===== src/rtl/zom_pkg.sv =====
// Shared types and constants for the zombie spawn dispatcher.
package zom_pkg;
  localparam int N_SLOTS_MAX = 15;

  typedef logic [3:0] slot_idx_t;
  typedef logic [2:0] row_t;

  typedef enum logic [1:0] {S_IDLE, S_RUN, S_CLEAR} state_t;

  // Galois feedback mask for x^8+x^6+x^5+x^4+1 (right-shifting form).
  localparam logic [7:0] LFSR_TAPS = 8'hB8;
endpackage


===== src/rtl/zom_lfsr8.sv =====
// 8-bit Galois LFSR used to pick spawn rows. Holds when en=0.
module zom_lfsr8 import zom_pkg::*; (
  input  logic       clk,
  input  logic       Reset,
  input  logic       en,
  input  logic [7:0] seed,
  output logic [7:0] q
);
  logic [7:0] q_q, q_d;

  // Shift right; fold the feedback mask in when a one falls out of bit 0.
  always_comb begin
    q_d = q_q;
    if (en) q_d = q_q[0] ? ((q_q >> 1) ^ LFSR_TAPS) : (q_q >> 1);
  end

  // State register; a non-zero seed keeps the sequence off the all-zero lockup.
  always_ff @(posedge clk) begin
    if (Reset) q_q <= seed;
    else       q_q <= q_d;
  end

  assign q = q_q;
endmodule


===== src/rtl/zom_spawn_dispatcher.sv =====
// Zombie slot owner: decides when/where zombies spawn, frees slots on kills,
// and drives per-slot enable, launch pulse and row to the instance array.
module zom_spawn_dispatcher import zom_pkg::*; #(
  parameter int         N_SLOTS      = 10,
  parameter int         N_ROWS       = 5,
  parameter int         SPAWN_PERIOD = 120,
  parameter logic [7:0] LFSR_SEED    = 8'hA5
) (
  input  logic                   MAX10_CLK1_50,
  input  logic                   Reset,
  input  logic                   frame_tick,
  input  logic                   game_run,
  input  logic                   spawn_req,
  input  logic                   kill_valid,
  input  logic [3:0]             kill_slot,
  output logic                   kill_ack,
  output logic                   kill_err,
  output logic [N_SLOTS-1:0]     slot_active,
  output logic [N_SLOTS-1:0]     spawn_pulse,
  output logic [3*N_SLOTS-1:0]   slot_row,
  output logic [3:0]             active_count,
  output logic                   full
);
  localparam int            TW     = $clog2(SPAWN_PERIOD);
  localparam logic [TW-1:0] T_LAST = TW'(SPAWN_PERIOD - 1);

  state_t                 state_q, state_d;
  logic [TW-1:0]          timer_q, timer_d;
  logic                   pending_q, pending_d;
  logic [N_SLOTS-1:0]     slot_active_q, slot_active_d;
  logic [N_SLOTS-1:0]     spawn_pulse_q, spawn_pulse_d;
  logic [3*N_SLOTS-1:0]   slot_row_q, slot_row_d;
  logic                   kill_ack_q, kill_ack_d;
  logic                   kill_err_q, kill_err_d;

  logic [7:0]             lfsr_q;
  logic                   trigger;
  logic [1:0]             n_req;
  logic [N_SLOTS-1:0]     free_oh;
  logic                   free_found;
  logic [N_SLOTS-1:0]     kill_oh;
  logic                   kill_ok;
  row_t                   new_row;
  logic [3:0]             cnt;

  zom_lfsr8 u_lfsr (
    .clk   (MAX10_CLK1_50),
    .Reset (Reset),
    .en    (state_q == S_RUN),
    .seed  (LFSR_SEED),
    .q     (lfsr_q)
  );

  // FSM state register.
  always_ff @(posedge MAX10_CLK1_50) begin
    if (Reset) state_q <= S_IDLE;
    else       state_q <= state_d;
  end

  // FSM next state: IDLE -> RUN while game runs, RUN -> CLEAR when it stops, CLEAR -> IDLE.
  always_comb begin
    state_d = state_q;
    case (state_q)
      S_IDLE:  if (game_run)  state_d = S_RUN;
      S_RUN:   if (!game_run) state_d = S_CLEAR;
      S_CLEAR: state_d = S_IDLE;
      default: state_d = S_IDLE;
    endcase
  end

  // Frame-tick timer; the wrap cycle raises the automatic spawn trigger.
  always_comb begin
    timer_d = timer_q;
    trigger = 1'b0;
    if (state_q == S_CLEAR) begin
      timer_d = '0;
    end else if (state_q == S_RUN && frame_tick) begin
      if (timer_q == T_LAST) begin
        timer_d = '0;
        trigger = 1'b1;
      end else begin
        timer_d = timer_q + 1'b1;
      end
    end
  end

  // Lowest free slot as one-hot: ~a & (a+1) isolates the lowest zero bit.
  // Uses the registered vector, so a slot freed this cycle is not reused until next.
  always_comb begin
    free_oh    = ~slot_active_q & (slot_active_q + 1'b1);
    free_found = |free_oh;
  end

  // Kill decode; out-of-range indices match nothing and therefore report an error.
  always_comb begin
    kill_oh = '0;
    for (int i = 0; i < N_SLOTS; i++)
      if (kill_slot == slot_idx_t'(i)) kill_oh[i] = 1'b1;
    kill_ok = kill_valid && |(kill_oh & slot_active_q);
  end

  // Outstanding requests this cycle; anything beyond the one served spills into pending.
  always_comb begin
    n_req   = 2'(trigger) + 2'(spawn_req) + 2'(pending_q);
    new_row = row_t'(lfsr_q % 8'(N_ROWS));
  end

  // FSM outputs: allocation, kill handling and the CLEAR wipe.
  always_comb begin
    slot_active_d = slot_active_q;
    slot_row_d    = slot_row_q;
    spawn_pulse_d = '0;
    pending_d     = pending_q;
    kill_ack_d    = 1'b0;
    kill_err_d    = 1'b0;
    case (state_q)
      S_IDLE: kill_err_d = kill_valid;
      S_RUN: begin
        if (n_req != 2'd0) begin
          if (free_found) begin
            slot_active_d = slot_active_q | free_oh;
            spawn_pulse_d = free_oh;
            for (int i = 0; i < N_SLOTS; i++)
              if (free_oh[i]) slot_row_d[3*i +: 3] = new_row;
            pending_d = (n_req >= 2'd2);
          end else begin
            pending_d = 1'b1;
          end
        end
        if (kill_valid) begin
          if (kill_ok) begin
            slot_active_d = slot_active_d & ~kill_oh;
            kill_ack_d    = 1'b1;
          end else begin
            kill_err_d = 1'b1;
          end
        end
      end
      S_CLEAR: begin
        slot_active_d = '0;
        slot_row_d    = '0;
        pending_d     = 1'b0;
      end
      default: ;
    endcase
  end

  // Datapath registers; reset wins over everything, including in-flight pulses.
  always_ff @(posedge MAX10_CLK1_50) begin
    if (Reset) begin
      timer_q       <= '0;
      pending_q     <= 1'b0;
      slot_active_q <= '0;
      spawn_pulse_q <= '0;
      slot_row_q    <= '0;
      kill_ack_q    <= 1'b0;
      kill_err_q    <= 1'b0;
    end else begin
      timer_q       <= timer_d;
      pending_q     <= pending_d;
      slot_active_q <= slot_active_d;
      spawn_pulse_q <= spawn_pulse_d;
      slot_row_q    <= slot_row_d;
      kill_ack_q    <= kill_ack_d;
      kill_err_q    <= kill_err_d;
    end
  end

  // Popcount of occupied slots.
  always_comb begin
    cnt = '0;
    for (int i = 0; i < N_SLOTS; i++) cnt = cnt + 4'(slot_active_q[i]);
  end

  assign slot_active  = slot_active_q;
  assign spawn_pulse  = spawn_pulse_q;
  assign slot_row     = slot_row_q;
  assign kill_ack     = kill_ack_q;
  assign kill_err     = kill_err_q;
  assign active_count = cnt;
  assign full         = (cnt == 4'(N_SLOTS));
endmodule


===== config.mk =====
export PLATFORM = sky130hd
export DESIGN_NAME = zom_spawn_dispatcher
export DESIGN_NICKNAME = d
export VERILOG_FILES = /design/src/rtl/zom_pkg.sv /design/src/rtl/zom_lfsr8.sv /design/src/rtl/zom_spawn_dispatcher.sv
export SDC_FILE = /design/constraint.sdc
export NUM_CORES = 1
export LEC_CHECK = 0
export BUFFER_PORTS_ARGS = -buffer_cell sky130_fd_sc_hd__buf_2
export CAP_MARGIN = 20
export CORE_MARGIN = 2
export CORE_UTILIZATION = 30
export CTS_CLUSTER_SIZE = 24
export DETAILED_ROUTE_END_ITERATION = 8
export GPL_TIMING_DRIVEN = 0
export HOLD_SLACK_MARGIN = 0.06
export PLACE_DENSITY_LB_ADDON = 0.3
export SLEW_MARGIN = 20
export SYNTH_ARGS = -nofsm -noshare
export SYNTH_HDL_FRONTEND = slang
export SYNTH_SLANG_ARGS = --single-unit

===== constraint.sdc =====
create_clock -name MAX10_CLK1_50 -period 13.2 [get_ports MAX10_CLK1_50]
set_input_delay 1.32 -clock MAX10_CLK1_50 [delete_from_list [all_inputs] [get_ports MAX10_CLK1_50]]
set_output_delay 1.32 -clock MAX10_CLK1_50 [all_outputs]
set_load 0.01 [all_outputs]

Word-level counts from Yosys, hierarchy flattened
Cells that the tools add are included.
{"block": "word_totals", "word_cells": 138, "rom_bits": 0, "memories": 0, "in_bits": 10, "latch_bits": 0, "register_bits": 70, "ram_bits": 0, "out_inout_bits": 57}
{"block": "op_classes", "order_cmp": 1, "n_reduce_logical": 23, "div_mod_pow": 1, "n_addsub": 13, "multipliers": 0, "n_eq_ne": 27, "n_mux": 44, "bitwise_logic": 11, "shift": 0}
{"cell": "two-way mux 30 bit", "n": 2}
{"cell": "one-hot mux 30 bit (2 select lines)", "n": 1}
{"cell": "two-way mux 10 bit", "n": 5}
{"cell": "AND reduction 4 bit", "n": 10}
{"cell": "bitwise AND 10 bit", "n": 3}
{"cell": "two-way mux 3 bit", "n": 10}
{"cell": "!= test 2 bit (second input constant)", "n": 14}
{"cell": "adder 4 x 1 -> 4 bit", "n": 6}
{"cell": "NOT 10 bit", "n": 2}
{"cell": "one-hot mux 10 bit (2 select lines)", "n": 1}
{"cell": "OR reduction 10 bit", "n": 2}
{"cell": "two-way mux 1 bit", "n": 18}
{"cell": "== test 4 x 3 -> 1 bit (second input constant)", "n": 4}
{"cell": "== test 4 bit (second input constant)", "n": 3}
{"cell": "adder 10 x 1 -> 10 bit (second input constant)", "n": 1}
{"cell": "OR 10 bit", "n": 1}
{"cell": "== test 4 x 2 -> 1 bit (second input constant)", "n": 2}
{"cell": "modulo 8 x 3 -> 8 bit (second input constant)", "n": 1}
{"cell": "two-way mux 8 bit", "n": 1}
{"cell": "adder 7 x 1 -> 7 bit (second input constant)", "n": 1}
{"cell": "== test 7 bit (second input constant)", "n": 1}
{"cell": "two-way mux 7 bit", "n": 1}
{"cell": "adder 1 x 1 -> 2 bit", "n": 2}
{"cell": "adder 3 x 1 -> 4 bit", "n": 1}
{"cell": "other kinds (19)", "n": 27}

Logic depth before layout (Yosys ltp)
Gate-level depths: netlist (run 1).
{"block": "depth", "depth_word": 13, "mapped_depth": 20, "ltp_nobuf": 17}

By module
A second synthesis (run 1) with hierarchy kept.
{"block": "unflattened", "cells_unflattened": 511, "area_unflattened_um2": 4285.4}
{"module": "zom_spawn_dispatcher", "instances": 1, "cells_each": 487, "area_per_inst_um2": 3907.5, "seq_area_each_um2": 1241.2}
{"module": "zom_lfsr8", "instances": 1, "cells_each": 24, "area_per_inst_um2": 377.9, "seq_area_each_um2": 240.2}

Worst setup path after synthesis (run 1)
OpenSTA, ideal clock, no wires.
{"block": "synth_timing", "path_type": "reg2out", "start": "register slot_active_q[0], in the netlist slot_active[0]", "end": "output port full", "required_ns": 11.880, "path_stages_with_launch": 11, "arrival_ns": 3.307, "n_path_buf": 0, "slack_ns": 8.573, "path_cell_list": "dfxtp_1 > inv_1 > fa_1 > fa_1 > fa_1 > inv_1 > ha_1 > inv_1 > fa_1 > xor2_1 > nor4b_1"}
{"block": "synth_between", "elab_chain_cells": 10}
{"item": "start, declared", "line": "zom_spawn_dispatcher.sv:30", "text": "logic [N_SLOTS-1:0] slot_active_q, slot_active_d;"}
{"item": "start signal, assigned", "line": "zom_spawn_dispatcher.sv:161", "text": "slot_active_q <= slot_active_d;"}
{"item": "adder 1 x 1 -> 2 bit", "line": "zom_spawn_dispatcher.sv:172", "text": "for (int i = 0; i < N_SLOTS; i++) cnt = cnt + 4'(slot_active_q[i]);"}
{"item": "adder 2 x 1 -> 3 bit", "line": "zom_spawn_dispatcher.sv:172"}
{"item": "adder 3 x 1 -> 4 bit", "line": "zom_spawn_dispatcher.sv:172"}
{"item": "adder 4 x 1 -> 4 bit (6 in series)", "line": "zom_spawn_dispatcher.sv:172"}
{"item": "via active_count[2]", "line": "zom_spawn_dispatcher.sv:21", "text": "output logic [3:0] active_count,"}
{"item": "== test 4 bit", "line": "zom_spawn_dispatcher.sv:181", "text": "assign full = (cnt == 4'(N_SLOTS));"}
{"item": "end, declared", "line": "zom_spawn_dispatcher.sv:22", "text": "output logic full"}
The timed path passes the listed nets, and every way through them passes these cells.

Worst setup path in the final report (run 1)
{"block": "layout_timing", "start": "register u_lfsr.q_q[7], in the netlist u_lfsr.q[7]", "end": "register slot_row_q[7], in the netlist slot_row[7]"}
{"block": "layout_between", "elab_chain_cells": 5}
{"item": "start, declared", "line": "zom_lfsr8.sv:9", "text": "logic [7:0] q_q, q_d;"}
{"item": "start signal, assigned", "line": "zom_lfsr8.sv:20", "text": "else q_q <= q_d;"}
{"item": "modulo 8 x 3 -> 8 bit", "line": "zom_spawn_dispatcher.sv:105", "text": "new_row = row_t'(lfsr_q % 8'(N_ROWS));"}
{"item": "two-way mux 3 bit", "line": "zom_spawn_dispatcher.sv:124", "text": "if (free_oh[i]) slot_row_d[3*i +: 3] = new_row;"}
{"item": "two-way mux 30 bit", "line": "zom_spawn_dispatcher.sv:120", "text": "if (free_found) begin"}
{"item": "two-way mux 30 bit", "line": "zom_spawn_dispatcher.sv:119", "text": "if (n_req != 2'd0) begin"}
{"item": "one-hot mux 30 bit (2 select lines)", "line": "zom_spawn_dispatcher.sv:116", "text": "case (state_q)"}
{"item": "end signal, assigned", "line": "zom_spawn_dispatcher.sv:163", "text": "slot_row_q <= slot_row_d;"}
{"item": "end, declared", "line": "zom_spawn_dispatcher.sv:32", "text": "logic [3*N_SLOTS-1:0] slot_row_q, slot_row_d;"}
Every way passes these cells. The select of a mux whose other input is x is not followed.
A chain may end at the register's enable or synchronous reset.

==> report_table.html, run 1 <==
<table>
<tr><th>Metric</th><th>Value</th></tr>
<tr><th colspan="2">Yosys</th></tr>
<tr><td>Yosys Warn Count</td><td>0</td></tr>
<tr><td>Register area share after synthesis</td><td>31.8%</td></tr>
<tr><td>Primary flip-flop cell chosen by synthesis mapping</td><td>sky130_fd_sc_hd__dfxtp_1</td></tr>
<tr><td>Synth Register Bits</td><td>70</td></tr>
<tr><td>Share of async-settable or async-resettable flops after synthesis</td><td>0%</td></tr>
<tr><td>Number of distinct library cell variants in the gate-level netlist after synthesis</td><td>79</td></tr>
<tr><td>Gate count after technology mapping</td><td>approximately 550</td></tr>
<tr><td>Number of flops mapped to enable cells by yosys</td><td>0</td></tr>
<tr><td>Synth Area per Inst</td><td>~8.1 sq um</td></tr>
<tr><td>Mapped Nets</td><td>around 580</td></tr>
<tr><td>Area of the mapped netlist</td><td>0.00440 sq mm</td></tr>
<tr><th colspan="2">Clocking</th></tr>
<tr><td># hold bufs at CTS</td><td>0</td></tr>
<tr><td>CTS resizes</td><td>0</td></tr>
<tr><td>Cell chosen for the clock root</td><td>sky130_fd_sc_hd__clkbuf_16</td></tr>
<tr><td>CTS tree</td><td>built</td></tr>
<tr><td>Clock Latency Late Sink</td><td>approximately 340 ps</td></tr>
<tr><td>Maximum buffer depth of the clock tree</td><td>2</td></tr>
<tr><td>H-tree level count</td><td>3</td></tr>
<tr><td>TritonCTS Buffers</td><td>9</td></tr>
<tr><td>Reg clk slew, reported paths</td><td>around 60 ps</td></tr>
<tr><td>Num Clock Sinks</td><td>70</td></tr>
<tr><td>Postcts setup bufs</td><td>0</td></tr>
<tr><th colspan="2">Drt</th></tr>
<tr><td>Final routed wire length divided by cell count</td><td>16.5 microns</td></tr>
<tr><td>Ratio of routed vias to standard cells</td><td>between 5 and 6</td></tr>
<tr><td>Detailed Routing Iterations Pass 1</td><td>5</td></tr>
<tr><td>Via count</td><td>~4400</td></tr>
<tr><td>DRC viols</td><td>0</td></tr>
<tr><td>Total wirelength of the detailed-routed design</td><td>between 10000 and 15000 microns</td></tr>
<tr><td>Antenna viol nets, final</td><td>0</td></tr>
<tr><td>Starting DRC count in detailed routing</td><td>380</td></tr>
<tr><th colspan="2">Global route</th></tr>
<tr><td>Remaining Overflow, GRT</td><td>0</td></tr>
<tr><td>Met1 global-route usage</td><td>roughly 23%</td></tr>
<tr><td>Global-route met3 utilization</td><td>about 4.0%</td></tr>
<tr><td>Total routing resource utilization after global routing</td><td>16.9%</td></tr>
<tr><td>Number of antenna violations at the first check in global routing</td><td>0</td></tr>
<tr><td>Pin count of the biggest net entering global routing</td><td>15</td></tr>
<tr><td>M2 GR Usage</td><td>between 20% and 30%</td></tr>
<tr><td>Vias in the first global route</td><td>~4200</td></tr>
<tr><td>Busiest metal layer after global routing</td><td>met2</td></tr>
<tr><td>First-pass GRT wire length</td><td>21700 microns</td></tr>
<tr><th colspan="2">Worst setup path</th></tr>
<tr><td>Cell count of the worst reg-to-reg path</td><td>18</td></tr>
<tr><td>CP required</td><td>around 13000 ps</td></tr>
<tr><td>Capturing point of the worst reg2reg path</td><td>slot_row[7]$_SDFFE_PP0P_</td></tr>
<tr><td>Data arrival at the endpoint of the critical path</td><td>5340 ps</td></tr>
<tr><td>Setup slack on the worst flop-to-flop path</td><td>between 8000 and 9000 ps</td></tr>
<tr><td>Worst Setup End Kind</td><td>register</td></tr>
<tr><td>Startpoint type of the worst setup path</td><td>register</td></tr>
<tr><td>Class of the most critical setup path</td><td>reg2reg</td></tr>
<tr><td>Critical path fanouts, max</td><td>8</td></tr>
<tr><td>Startpoint of the lowest-slack register-to-register path</td><td>u_lfsr.q[7]$_SDFFE_PP1P_</td></tr>
<tr><th colspan="2">Cells and area</th></tr>
<tr><td>Utilization after layout</td><td>36.3%</td></tr>
<tr><td>Layout overhead on the synthesized area</td><td>19.0%</td></tr>
<tr><td>Post-route cell area</td><td>0.00524 sq mm</td></tr>
<tr><td>Number of antenna cells inserted</td><td>0</td></tr>
<tr><td>Proportion of layout cells with a drive suffix above 1</td><td>between 10% and 20%</td></tr>
<tr><td>Post-route non-filler standard cell count</td><td>a little over 800</td></tr>
<tr><td>Net count reported at finish</td><td>between 600 and 700</td></tr>
<tr><th colspan="2">STA</th></tr>
<tr><td>Final cycle utilization of the critical path</td><td>a little under two fifths</td></tr>
<tr><td>Shortest period the worst path allows</td><td>roughly 5100 ps</td></tr>
<tr><td>Post-Route Setup TNS</td><td>0 ps</td></tr>
<tr><td>Actual transition at the worst max-transition pin</td><td>roughly 980 ps</td></tr>
<tr><td>Highest achievable clock rate</td><td>between 150 and 200 MHz</td></tr>
<tr><td>Worst Clk Skew</td><td>roughly 9.4 ps</td></tr>
<tr><td>Final setup violation count</td><td>0</td></tr>
<tr><td>Setup repair after global routing missed its margin</td><td>no</td></tr>
<tr><td>Hold violation total from the final report</td><td>0</td></tr>
<tr><td>Final number of max-transition violations</td><td>0</td></tr>
<tr><td>Worst setup margin</td><td>8140 ps</td></tr>
<tr><td>Max_slew headroom</td><td>34.4%</td></tr>
<tr><td>Hold WS</td><td>around 470 ps</td></tr>
<tr><th colspan="2">Power and ir drop</th></tr>
<tr><td>Power per cell area</td><td>roughly 120 mW/mm^2</td></tr>
<tr><td>Reported leakage power</td><td>about 2.0 nW</td></tr>
<tr><td>Final Power</td><td>roughly 640 uW</td></tr>
<tr><td>Peak supply drop</td><td>0.0602 mV</td></tr>
<tr><th colspan="2">Status</th></tr>
<tr><td>Status</td><td>finished, final reports clean</td></tr>
<tr><th colspan="2">Place</th></tr>
<tr><td>Area after DPL</td><td>between 0.004 and 0.005 sq mm</td></tr>
<tr><td>Number of port buffers</td><td>65</td></tr>
<tr><td>Weighted congestion at the end of routability-driven global placement</td><td>a little under 0.9</td></tr>
<tr><td>Placed insts</td><td>795</td></tr>
<tr><td>Pre-CTS WS</td><td>between 8000 and 9000 ps</td></tr>
<tr><td>Half-perimeter wire length of the detailed placement result</td><td>a little under 10000 microns</td></tr>
<tr><th colspan="2">Min path</th></tr>
<tr><td>Endpoint with the worst hold slack</td><td>slot_row[14]$_SDFFE_PP0P_</td></tr>
<tr><td>Hold_sp</td><td>slot_row[14]$_SDFFE_PP0P_</td></tr>
<tr><td>Worst min path class</td><td>reg2reg</td></tr>
<tr><td>Cells on Worst Hold Path</td><td>2</td></tr>
<tr><th colspan="2">Floorplanning</th></tr>
<tr><td>Die extent in x</td><td>around 130 microns</td></tr>
<tr><td>Core area</td><td>~0.014 sq mm</td></tr>
<tr><td>Number of rows created at floorplan</td><td>44</td></tr>
<tr><td>Starting density of the core</td><td>a little under a third</td></tr>
<tr><td>Vertical die dimension</td><td>about 130 microns</td></tr>
<tr><td>Top-level port count</td><td>67</td></tr>
<tr><td>Area of the die</td><td>between 0.015 and 0.02 sq mm</td></tr>
<tr><th colspan="2">Run</th></tr>
<tr><td>Max-cap check violation count</td><td>0</td></tr>
</table>
==> synth_stat cells (9+ instances only) <==
cell type	n	area share [%]
sky130_fd_sc_hd__nand3_1	37	4.2
sky130_fd_sc_hd__o31ai_1	10	1.7
sky130_fd_sc_hd__nor2_1	56	4.8
sky130_fd_sc_hd__dfxtp_1	70	32
sky130_fd_sc_hd__buf_2	12	1.4
sky130_fd_sc_hd__nor3_1	20	2.3
sky130_fd_sc_hd__a211oi_1	9	1.5
sky130_fd_sc_hd__nor4_1	10	1.4
sky130_fd_sc_hd__o21ai_0	32	3.6
sky130_fd_sc_hd__ha_1	13	3.7
sky130_fd_sc_hd__inv_1	35	3.0
sky130_fd_sc_hd__clkbuf_1	20	1.7
sky130_fd_sc_hd__a21oi_1	26	3.0
sky130_fd_sc_hd__nand2_1	23	2.0
sky130_fd_sc_hd__a31oi_1	9	1.3
==> metal layers <==
layer  share of wire [%]  routed length, microns
met1                  45                    6050
met3                 6.2                     835
met4                 1.7                     230
met2                  47                    6290
met5                   0                       0
==> how the worst max path moves through the flow <==
stage | start | end | depth (start not counted)
floorplan | slot_active[0]$_SDFFE_PP0P_ | full | 10
global placement | u_lfsr.q[7]$_SDFFE_PP1P_ | slot_row[7]$_SDFFE_PP0P_ | 18
detailed placement | u_lfsr.q[7]$_SDFFE_PP1P_ | slot_row[7]$_SDFFE_PP0P_ | 18
CTS | slot_active[0]$_SDFFE_PP0P_ | full | 11
global route | u_lfsr.q[5]$_SDFFE_PP1P_ | slot_row[7]$_SDFFE_PP0P_ | 18
finish | u_lfsr.q[7]$_SDFFE_PP1P_ | slot_row[7]$_SDFFE_PP0P_ | 18
==> critical path: stages, from the launching register on <==
cell	delay [ps]
sky130_fd_sc_hd__dfxtp_1	370
sky130_fd_sc_hd__or4b_1	580
sky130_fd_sc_hd__or2_0	250
sky130_fd_sc_hd__a21oi_1	140
sky130_fd_sc_hd__a211o_2	160
sky130_fd_sc_hd__inv_1	70
sky130_fd_sc_hd__ha_1	160
sky130_fd_sc_hd__buf_2	170
sky130_fd_sc_hd__a2111oi_2	350
sky130_fd_sc_hd__a2111oi_0	140
sky130_fd_sc_hd__o311ai_2	480
sky130_fd_sc_hd__o211ai_1	220
sky130_fd_sc_hd__xnor2_2	390
sky130_fd_sc_hd__inv_1	120
sky130_fd_sc_hd__ha_1	280
sky130_fd_sc_hd__or3_1	340
sky130_fd_sc_hd__buf_1	190
sky130_fd_sc_hd__a21oi_1	400
sky130_fd_sc_hd__o31a_1	190
==> kinds of logic (layout without fill, tap and decap cells) <==
family	after synthesis	count (layout)	share of synthesized area (%)
and+or+nand+nor	214	214	26.4
AOI/OAI and AO/OA	144	144	22.7
buffers and inverters	77	158	7.50
DFF	70	70	31.8
adders and majority gates	20	20	6.87
xor gates and xnor gates	16	16	3.52
muxes	5	5	1.19
==> layout make-up <==
type / instances / area, sq um
fill: 1566 / 9180
clock inverter: 7 / 57.6
tap: 184 / 230
inverter: 36 / 135
sequential: 70 / 1400
multi-input combinational: 399 / 2670
timing repair buffer: 65 / 325
buffer: 41 / 195
clock buffer: 9 / 225
==> power by group <==
| group | switching (mW) | internal [mW] |
|---|---|---|
| combinational | 0.126 | 0.0653 |
| sequential | 0.00671 | 0.219 |
| clock | 0.0983 | 0.129 |
==> placed cells by master (no fill, tap or decap), types with 4 or more instances in the layout <==
master | Yosys | layout
sky130_fd_sc_hd__a211oi_1 | 9 | 9
sky130_fd_sc_hd__a21oi_1 | 26 | 26
sky130_fd_sc_hd__a311o_1 | 7 | 7
sky130_fd_sc_hd__a31oi_1 | 9 | 9
sky130_fd_sc_hd__and2_1 | 4 | 4
sky130_fd_sc_hd__and3_1 | 4 | 4
sky130_fd_sc_hd__buf_1 | 4 | 4
sky130_fd_sc_hd__buf_2 | 12 | 77
sky130_fd_sc_hd__clkbuf_1 | 20 | 20
sky130_fd_sc_hd__clkbuf_16 | 0 | 9
sky130_fd_sc_hd__dfxtp_1 | 70 | 70
sky130_fd_sc_hd__fa_1 | 7 | 7
sky130_fd_sc_hd__ha_1 | 13 | 13
sky130_fd_sc_hd__inv_1 | 35 | 35
sky130_fd_sc_hd__nand2_1 | 23 | 23
sky130_fd_sc_hd__nand2b_1 | 6 | 6
sky130_fd_sc_hd__nand3_1 | 37 | 37
sky130_fd_sc_hd__nand3b_1 | 7 | 7
sky130_fd_sc_hd__nand4_1 | 7 | 7
sky130_fd_sc_hd__nor2_1 | 56 | 56
sky130_fd_sc_hd__nor2b_1 | 4 | 4
sky130_fd_sc_hd__nor3_1 | 20 | 20
sky130_fd_sc_hd__nor3b_1 | 4 | 4
sky130_fd_sc_hd__nor4_1 | 10 | 10
sky130_fd_sc_hd__o211ai_1 | 7 | 7
sky130_fd_sc_hd__o21ai_0 | 32 | 32
sky130_fd_sc_hd__o21ai_1 | 5 | 5
sky130_fd_sc_hd__o31a_1 | 5 | 5
sky130_fd_sc_hd__o31ai_1 | 10 | 10
sky130_fd_sc_hd__or3_1 | 5 | 5
sky130_fd_sc_hd__or4_1 | 5 | 5
sky130_fd_sc_hd__xnor2_1 | 7 | 7
sky130_fd_sc_hd__xor2_1 | 7 | 7
==> flip-flops by register name (all words and copies together) (netlist names) <==
register	flops
spawn_pulse	10
slot_active	10
u_lfsr.q	8
slot_row	30
kill_err	1
pending_q	1
kill_ack	1
state_q	2
timer_q	7
Power figures use the tool's default switching activity.
==> inputs of run 2 (changes only) <==
ABC_AREA = 1   (was not set)
clock period = 4.75 ns   (was 13.2 ns; I/O delays follow)
==> report_table.html, run 2 <==
<table>
<tr><th>Metric</th><th>Value</th></tr>
<tr><th colspan="2">Floorplanning</th></tr>
<tr><td>Area of the die</td><td>0.0136 sq mm (was 0.0157 sq mm)</td></tr>
<tr><td>Core area</td><td>0.0125 sq mm (was 0.0144 sq mm)</td></tr>
<tr><td>Top-level port count</td><td>67 (unchanged)</td></tr>
<tr><td>Starting density of the core</td><td>30.5% (about the same)</td></tr>
<tr><td>Vertical die dimension</td><td>117 microns (was 125 microns)</td></tr>
<tr><td>Die extent in x</td><td>117 microns (was 125 microns)</td></tr>
<tr><td>Number of rows created at floorplan</td><td>41 (was 44)</td></tr>
<tr><th colspan="2">Drt</th></tr>
<tr><td>Metal1 wirelength</td><td>4600 microns (was 6050 microns)</td></tr>
<tr><td>Antenna viol nets, final</td><td>0 (unchanged)</td></tr>
<tr><td>DRC viols</td><td>0 (unchanged)</td></tr>
<tr><td>Highest metal used</td><td>met4 (unchanged)</td></tr>
<tr><td>Starting DRC count in detailed routing</td><td>247 (was 380)</td></tr>
<tr><td>Ratio of routed vias to standard cells</td><td>4.76 (was 5.45)</td></tr>
<tr><td>Total wirelength of the detailed-routed design</td><td>10400 microns (was 13400 microns)</td></tr>
<tr><td>Detailed Routing Iterations Pass 1</td><td>4 (was 5)</td></tr>
<tr><td>Via count</td><td>3711 (was 4420)</td></tr>
<tr><td>Metal2 WL</td><td>5210 microns (was 6290 microns)</td></tr>
<tr><td>Final routed wire length divided by cell count</td><td>13.3 microns (was 16.5 microns)</td></tr>
<tr><td>Detail Route met3 WL</td><td>380 microns (was 835 microns)</td></tr>
<tr><th colspan="2">Cells and area</th></tr>
<tr><td>Number of antenna cells inserted</td><td>0 (unchanged)</td></tr>
<tr><td>Proportion of layout cells with a drive suffix above 1</td><td>18.5% (was 18.3%)</td></tr>
<tr><td>Layout overhead on the synthesized area</td><td>22.2% (was 19.0%)</td></tr>
<tr><td>Most frequent standard cell in the layout excluding fill and tap cells</td><td>sky130_fd_sc_hd__inv_1 (was sky130_fd_sc_hd__buf_2)</td></tr>
<tr><td>Net count reported at finish</td><td>632 (was 652)</td></tr>
<tr><td>Multi-input logic area</td><td>0.00202 sq mm (was 0.00267 sq mm)</td></tr>
<tr><td>Max reg flops</td><td>30 (unchanged)</td></tr>
<tr><td>FILL cells</td><td>1312 (was 1566)</td></tr>
<tr><td>Most used cells in the layout excluding fill and tap cells</td><td>79 x sky130_fd_sc_hd__inv_1, 70 x sky130_fd_sc_hd__dfxtp_1, 68 x sky130_fd_sc_hd__nand2_1 (was 77 x sky130_fd_sc_hd__buf_2, 70 x sky130_fd_sc_hd__dfxtp_1, 56 x sky130_fd_sc_hd__nor2_1)</td></tr>
<tr><td>Seq. cell area</td><td>0.00140 sq mm (unchanged)</td></tr>
<tr><th colspan="2">Clocking</th></tr>
<tr><td>TritonCTS Buffers</td><td>9 (unchanged)</td></tr>
<tr><td>Cell chosen for the clock root</td><td>sky130_fd_sc_hd__clkbuf_16 (unchanged)</td></tr>
<tr><td>Maximum buffer depth of the clock tree</td><td>2 (unchanged)</td></tr>
<tr><td>Reg clk slew, reported paths</td><td>60 ps (about the same)</td></tr>
<tr><td>Num Clock Sinks</td><td>70 (unchanged)</td></tr>
<tr><td>H-tree level count</td><td>3 (unchanged)</td></tr>
<tr><td>CTS tree</td><td>built (unchanged)</td></tr>
<tr><td># hold bufs at CTS</td><td>0 (unchanged)</td></tr>
<tr><td>CTS resizes</td><td>0 (unchanged)</td></tr>
<tr><td>Clock Latency Late Sink</td><td>340 ps (about the same)</td></tr>
<tr><td>Postcts setup bufs</td><td>0 (unchanged)</td></tr>
<tr><th colspan="2">STA</th></tr>
<tr><td>Setup repair after global routing missed its margin</td><td>no (unchanged)</td></tr>
<tr><td>Final cycle utilization of the critical path</td><td>88.4%</td></tr>
<tr><td>Shortest period the worst path allows</td><td>between 4000 and 5000 ps</td></tr>
<tr><td>Hold violation total from the final report</td><td>0 (unchanged)</td></tr>
<tr><td>Post-Route Setup TNS</td><td>0 ps (unchanged)</td></tr>
<tr><td>Hold WS</td><td>428 ps (was 469 ps)</td></tr>
<tr><td>Worst setup margin</td><td>551 ps (was 8140 ps)</td></tr>
<tr><td>Actual transition at the worst max-transition pin</td><td>639 ps (was 979 ps)</td></tr>
<tr><td>Worst Clk Skew</td><td>8.61 ps (was 9.44 ps)</td></tr>
<tr><td>Highest achievable clock rate</td><td>~240 MHz</td></tr>
<tr><td>Final setup violation count</td><td>0 (unchanged)</td></tr>
<tr><td>Final number of max-transition violations</td><td>0 (unchanged)</td></tr>
<tr><td>Max_slew headroom</td><td>57.2% (was 34.4%)</td></tr>
<tr><th colspan="2">Place</th></tr>
<tr><td>Number of port buffers</td><td>66 (was 65)</td></tr>
<tr><td>Weighted congestion at the end of routability-driven global placement</td><td>0.872 (was 0.885)</td></tr>
<tr><td>Half-perimeter wire length of the detailed placement result</td><td>8030 microns (was 9840 microns)</td></tr>
<tr><td>Pre-CTS WS</td><td>898 ps (was 8250 ps)</td></tr>
<tr><th colspan="2">Worst setup path</th></tr>
<tr><td>Data arrival at the endpoint of the critical path</td><td>3720 ps (was 5340 ps)</td></tr>
<tr><td>Critical path, cell by cell</td><td>inv_1 &gt; fa_1 &gt; fa_1 &gt; fa_1 &gt; inv_1 &gt; ha_1 &gt; inv_1 &gt; fa_1 &gt; nor3_1 &gt; and2_1 &gt; buf_2 (was or4b_1 &gt; or2_0 &gt; a21oi_1 &gt; a211o_2 &gt; inv_1 &gt; ha_1 &gt; buf_2 &gt; a2111oi_2 &gt; a2111oi_0 &gt; o311ai_2 &gt; o211ai_1 &gt; xnor2_2 &gt; inv_1 &gt; ha_1 &gt; or3_1 &gt; buf_1 &gt; a21oi_1 &gt; o31a_1)</td></tr>
<tr><td>CP peak stage delay</td><td>610 ps (was 580 ps)</td></tr>
<tr><td>CP required</td><td>4280 ps (was 13480 ps)</td></tr>
<tr><td>Critical path fanouts, max</td><td>8 (unchanged)</td></tr>
<tr><td>Worst Setup End Kind</td><td>output port (was register)</td></tr>
<tr><td>Class of the most critical setup path</td><td>reg2out (was reg2reg)</td></tr>
<tr><td>Most used cell along the critical path</td><td>sky130_fd_sc_hd__fa_1</td></tr>
<tr><td>Slowest cell on crit path</td><td>sky130_fd_sc_hd__fa_1 (was sky130_fd_sc_hd__or4b_1)</td></tr>
<tr><td>Startpoint type of the worst setup path</td><td>register (unchanged)</td></tr>
<tr><th colspan="2">Yosys</th></tr>
<tr><td>Most common cell in the netlist</td><td>sky130_fd_sc_hd__inv_1 (was sky130_fd_sc_hd__dfxtp_1)</td></tr>
<tr><td>Largest family of logic cells by synthesized area</td><td>simple AND/OR/NAND/NOR gates (unchanged)</td></tr>
<tr><td>Primary flip-flop cell chosen by synthesis mapping</td><td>sky130_fd_sc_hd__dfxtp_1 (unchanged)</td></tr>
<tr><td>Synth Area per Inst</td><td>7.23 sq um (was 8.07 sq um)</td></tr>
<tr><td>Share of async-settable or async-resettable flops after synthesis</td><td>0% (unchanged)</td></tr>
<tr><td>Gate count after technology mapping</td><td>525 (was 546)</td></tr>
<tr><td>Area of the mapped netlist</td><td>0.00380 sq mm (was 0.00440 sq mm)</td></tr>
<tr><td>Number of distinct library cell variants in the gate-level netlist after synthesis</td><td>37 (was 79)</td></tr>
<tr><td>Mapped Nets</td><td>555 (was 576)</td></tr>
<tr><td>Register area share after synthesis</td><td>36.9% (was 31.8%)</td></tr>
<tr><td>Share of cell area taken by muxes after synthesis</td><td>0% (was 1.19%)</td></tr>
<tr><td>Synthesized-area fraction occupied by adder cells</td><td>7.97% (was 6.88%)</td></tr>
<tr><td>Post-synthesis simple-gate area fraction</td><td>24.9% (was 26.4%)</td></tr>
<tr><td>Xor and xnor fraction of the mapped netlist area</td><td>1.15% (was 3.52%)</td></tr>
<tr><td>Most used standard cells in the synthesized netlist</td><td>79 x sky130_fd_sc_hd__inv_1, 70 x sky130_fd_sc_hd__dfxtp_1, 68 x sky130_fd_sc_hd__nand2_1 (was 70 x sky130_fd_sc_hd__dfxtp_1, 56 x sky130_fd_sc_hd__nor2_1, 37 x sky130_fd_sc_hd__nand3_1)</td></tr>
<tr><td>Cell type with the highest aggregate area in the netlist</td><td>sky130_fd_sc_hd__dfxtp_1 (unchanged)</td></tr>
<tr><td>Synth top area cells</td><td>sky130_fd_sc_hd__dfxtp_1 37%, sky130_fd_sc_hd__inv_1 7.8%, sky130_fd_sc_hd__o21ai_0 7.6% (was sky130_fd_sc_hd__dfxtp_1 32%, sky130_fd_sc_hd__nor2_1 4.8%, sky130_fd_sc_hd__nand3_1 4.2%)</td></tr>
<tr><td>Number of flops mapped to enable cells by yosys</td><td>0 (unchanged)</td></tr>
<tr><td>Area share of the leading cell type in the synthesized netlist</td><td>36.9% (was 31.8%)</td></tr>
<tr><td>Compound-cell area share of the yosys netlist</td><td>19.2% (was 22.7%)</td></tr>
<tr><td>Yosys Warn Count</td><td>0 (unchanged)</td></tr>
<tr><td>Synth Register Bits</td><td>70 (unchanged)</td></tr>
<tr><th colspan="2">Power and ir drop</th></tr>
<tr><td>Reported leakage power</td><td>2.13 nW (was 2.03 nW)</td></tr>
<tr><td>Peak supply drop</td><td>0.267 mV (was 0.0602 mV)</td></tr>
<tr><td>Power per cell area</td><td>607 mW/mm^2 (was 123 mW/mm^2)</td></tr>
<tr><th colspan="2">Global route</th></tr>
<tr><td>First-pass GRT wire length</td><td>16900 microns (was 21700 microns)</td></tr>
<tr><td>Number of antenna violations at the first check in global routing</td><td>0 (unchanged)</td></tr>
<tr><td>Remaining Overflow, GRT</td><td>0 (unchanged)</td></tr>
<tr><td>Pin count of the biggest net entering global routing</td><td>14 (was 15)</td></tr>
<tr><td>Vias in the first global route</td><td>3520 (was 4168)</td></tr>
<tr><td>Total routing resource utilization after global routing</td><td>16.0% (was 16.9%)</td></tr>
<tr><th colspan="2">Run</th></tr>
<tr><td>Max-cap check violation count</td><td>0 (unchanged)</td></tr>
<tr><th colspan="2">Min path</th></tr>
<tr><td>Worst min path class</td><td>in2reg (was reg2reg)</td></tr>
<tr><th colspan="2">Status</th></tr>
<tr><td>Status</td><td>finished, final reports clean (unchanged)</td></tr>
</table>
[run 2: changes by cell type in the layout (fill, tap and decap cells not counted), moves of 9 or more]
cell                       before  now
sky130_fd_sc_hd__nand2_1       23   68
sky130_fd_sc_hd__inv_1         35   79
sky130_fd_sc_hd__o31ai_1       10    0
sky130_fd_sc_hd__a31oi_1        9    0
sky130_fd_sc_hd__nand3_1       37   21
sky130_fd_sc_hd__o21ai_0       32   58
sky130_fd_sc_hd__a21oi_1       26   57
sky130_fd_sc_hd__clkbuf_1      20    9
sky130_fd_sc_hd__buf_2         77   67
[run 2: final cells by class]
class	count	share of cell area (%)
Inverter	89	7.20
Clock inverter	7	1.56
Timing Repair Buffer	66	7.12
Sequential cell	70	30.2
Multi-Input combinational cell	356	43.6
Clock buffer	9	4.85
Buffer	10	0.836
Tap cell	172	4.64
[run 2: worst paths after layout]
| kind | from | end | slack (ps) | depth (start not counted) |
|---|---|---|---|---|
| worst max-delay path | slot_active[0]$_SDFFE_PP0P_ | full | 550 | 11 |
| worst min-delay path | kill_valid | kill_err$_SDFF_PP0_ | 430 | 3 |
| worst max register to register | state_q[1]$_SDFFE_PP0P_ | slot_row[3]$_SDFFE_PP0P_ | 1150 | 15 |
| worst min register to register | pending_q$_SDFFE_PP0P_ | pending_q$_SDFFE_PP0P_ | 490 | 2 |
[run 2: metrics by stage]
stage / std cells / total power [mW] / utilization [%] / instance area (sq um)
after floorplan: 525 / 1.79 / - / 3800
after global placement: 763 / 2.10 / 34.8 / 4340
after detailed placement: 763 / 2.16 / 34.8 / 4340
after CTS: 779 / 2.84 / 37.2 / 4640
after global routing: 779 / 3.05 / 37.2 / 4640
final: 779 / 2.82 / 37.2 / 4640
[run 2: kinds of logic after synthesis]
group           count (synthesis)
simple gates                  194
compound gates                137
buf+inv                        99
flops                          70
fa+ha+maj                      20
xor+xnor                        5
[run 2: report_power, final]
group | total, mW | leakage [nW] | switching [mW] | internal (mW)
Sequential | 0.744 | 0.571 | 0.0605 | 0.684
Combinational | 1.40 | 1.41 | 0.965 | 0.438
Clock | 0.671 | 0.142 | 0.264 | 0.407
[run 2: metal layers]
metal | vias up | GRT usage [%]
met5 | - | 0
met4 | 0 | 5.79
met3 | 16 | 3.27
met2 | 74 | 27.8
met1 | 1738 | 19.5
li1 | 1883 | -
[run 2: worst max-delay path, delay by kind of cell, from the launching register on]
| family | cells | cell delay [ps] |
|---|---|---|
| adders and majority gates | 5 | 2150 |
| DFF | 1 | 460 |
| buffers and inverters | 4 | 420 |
| and+or+nand+nor | 2 | 360 |
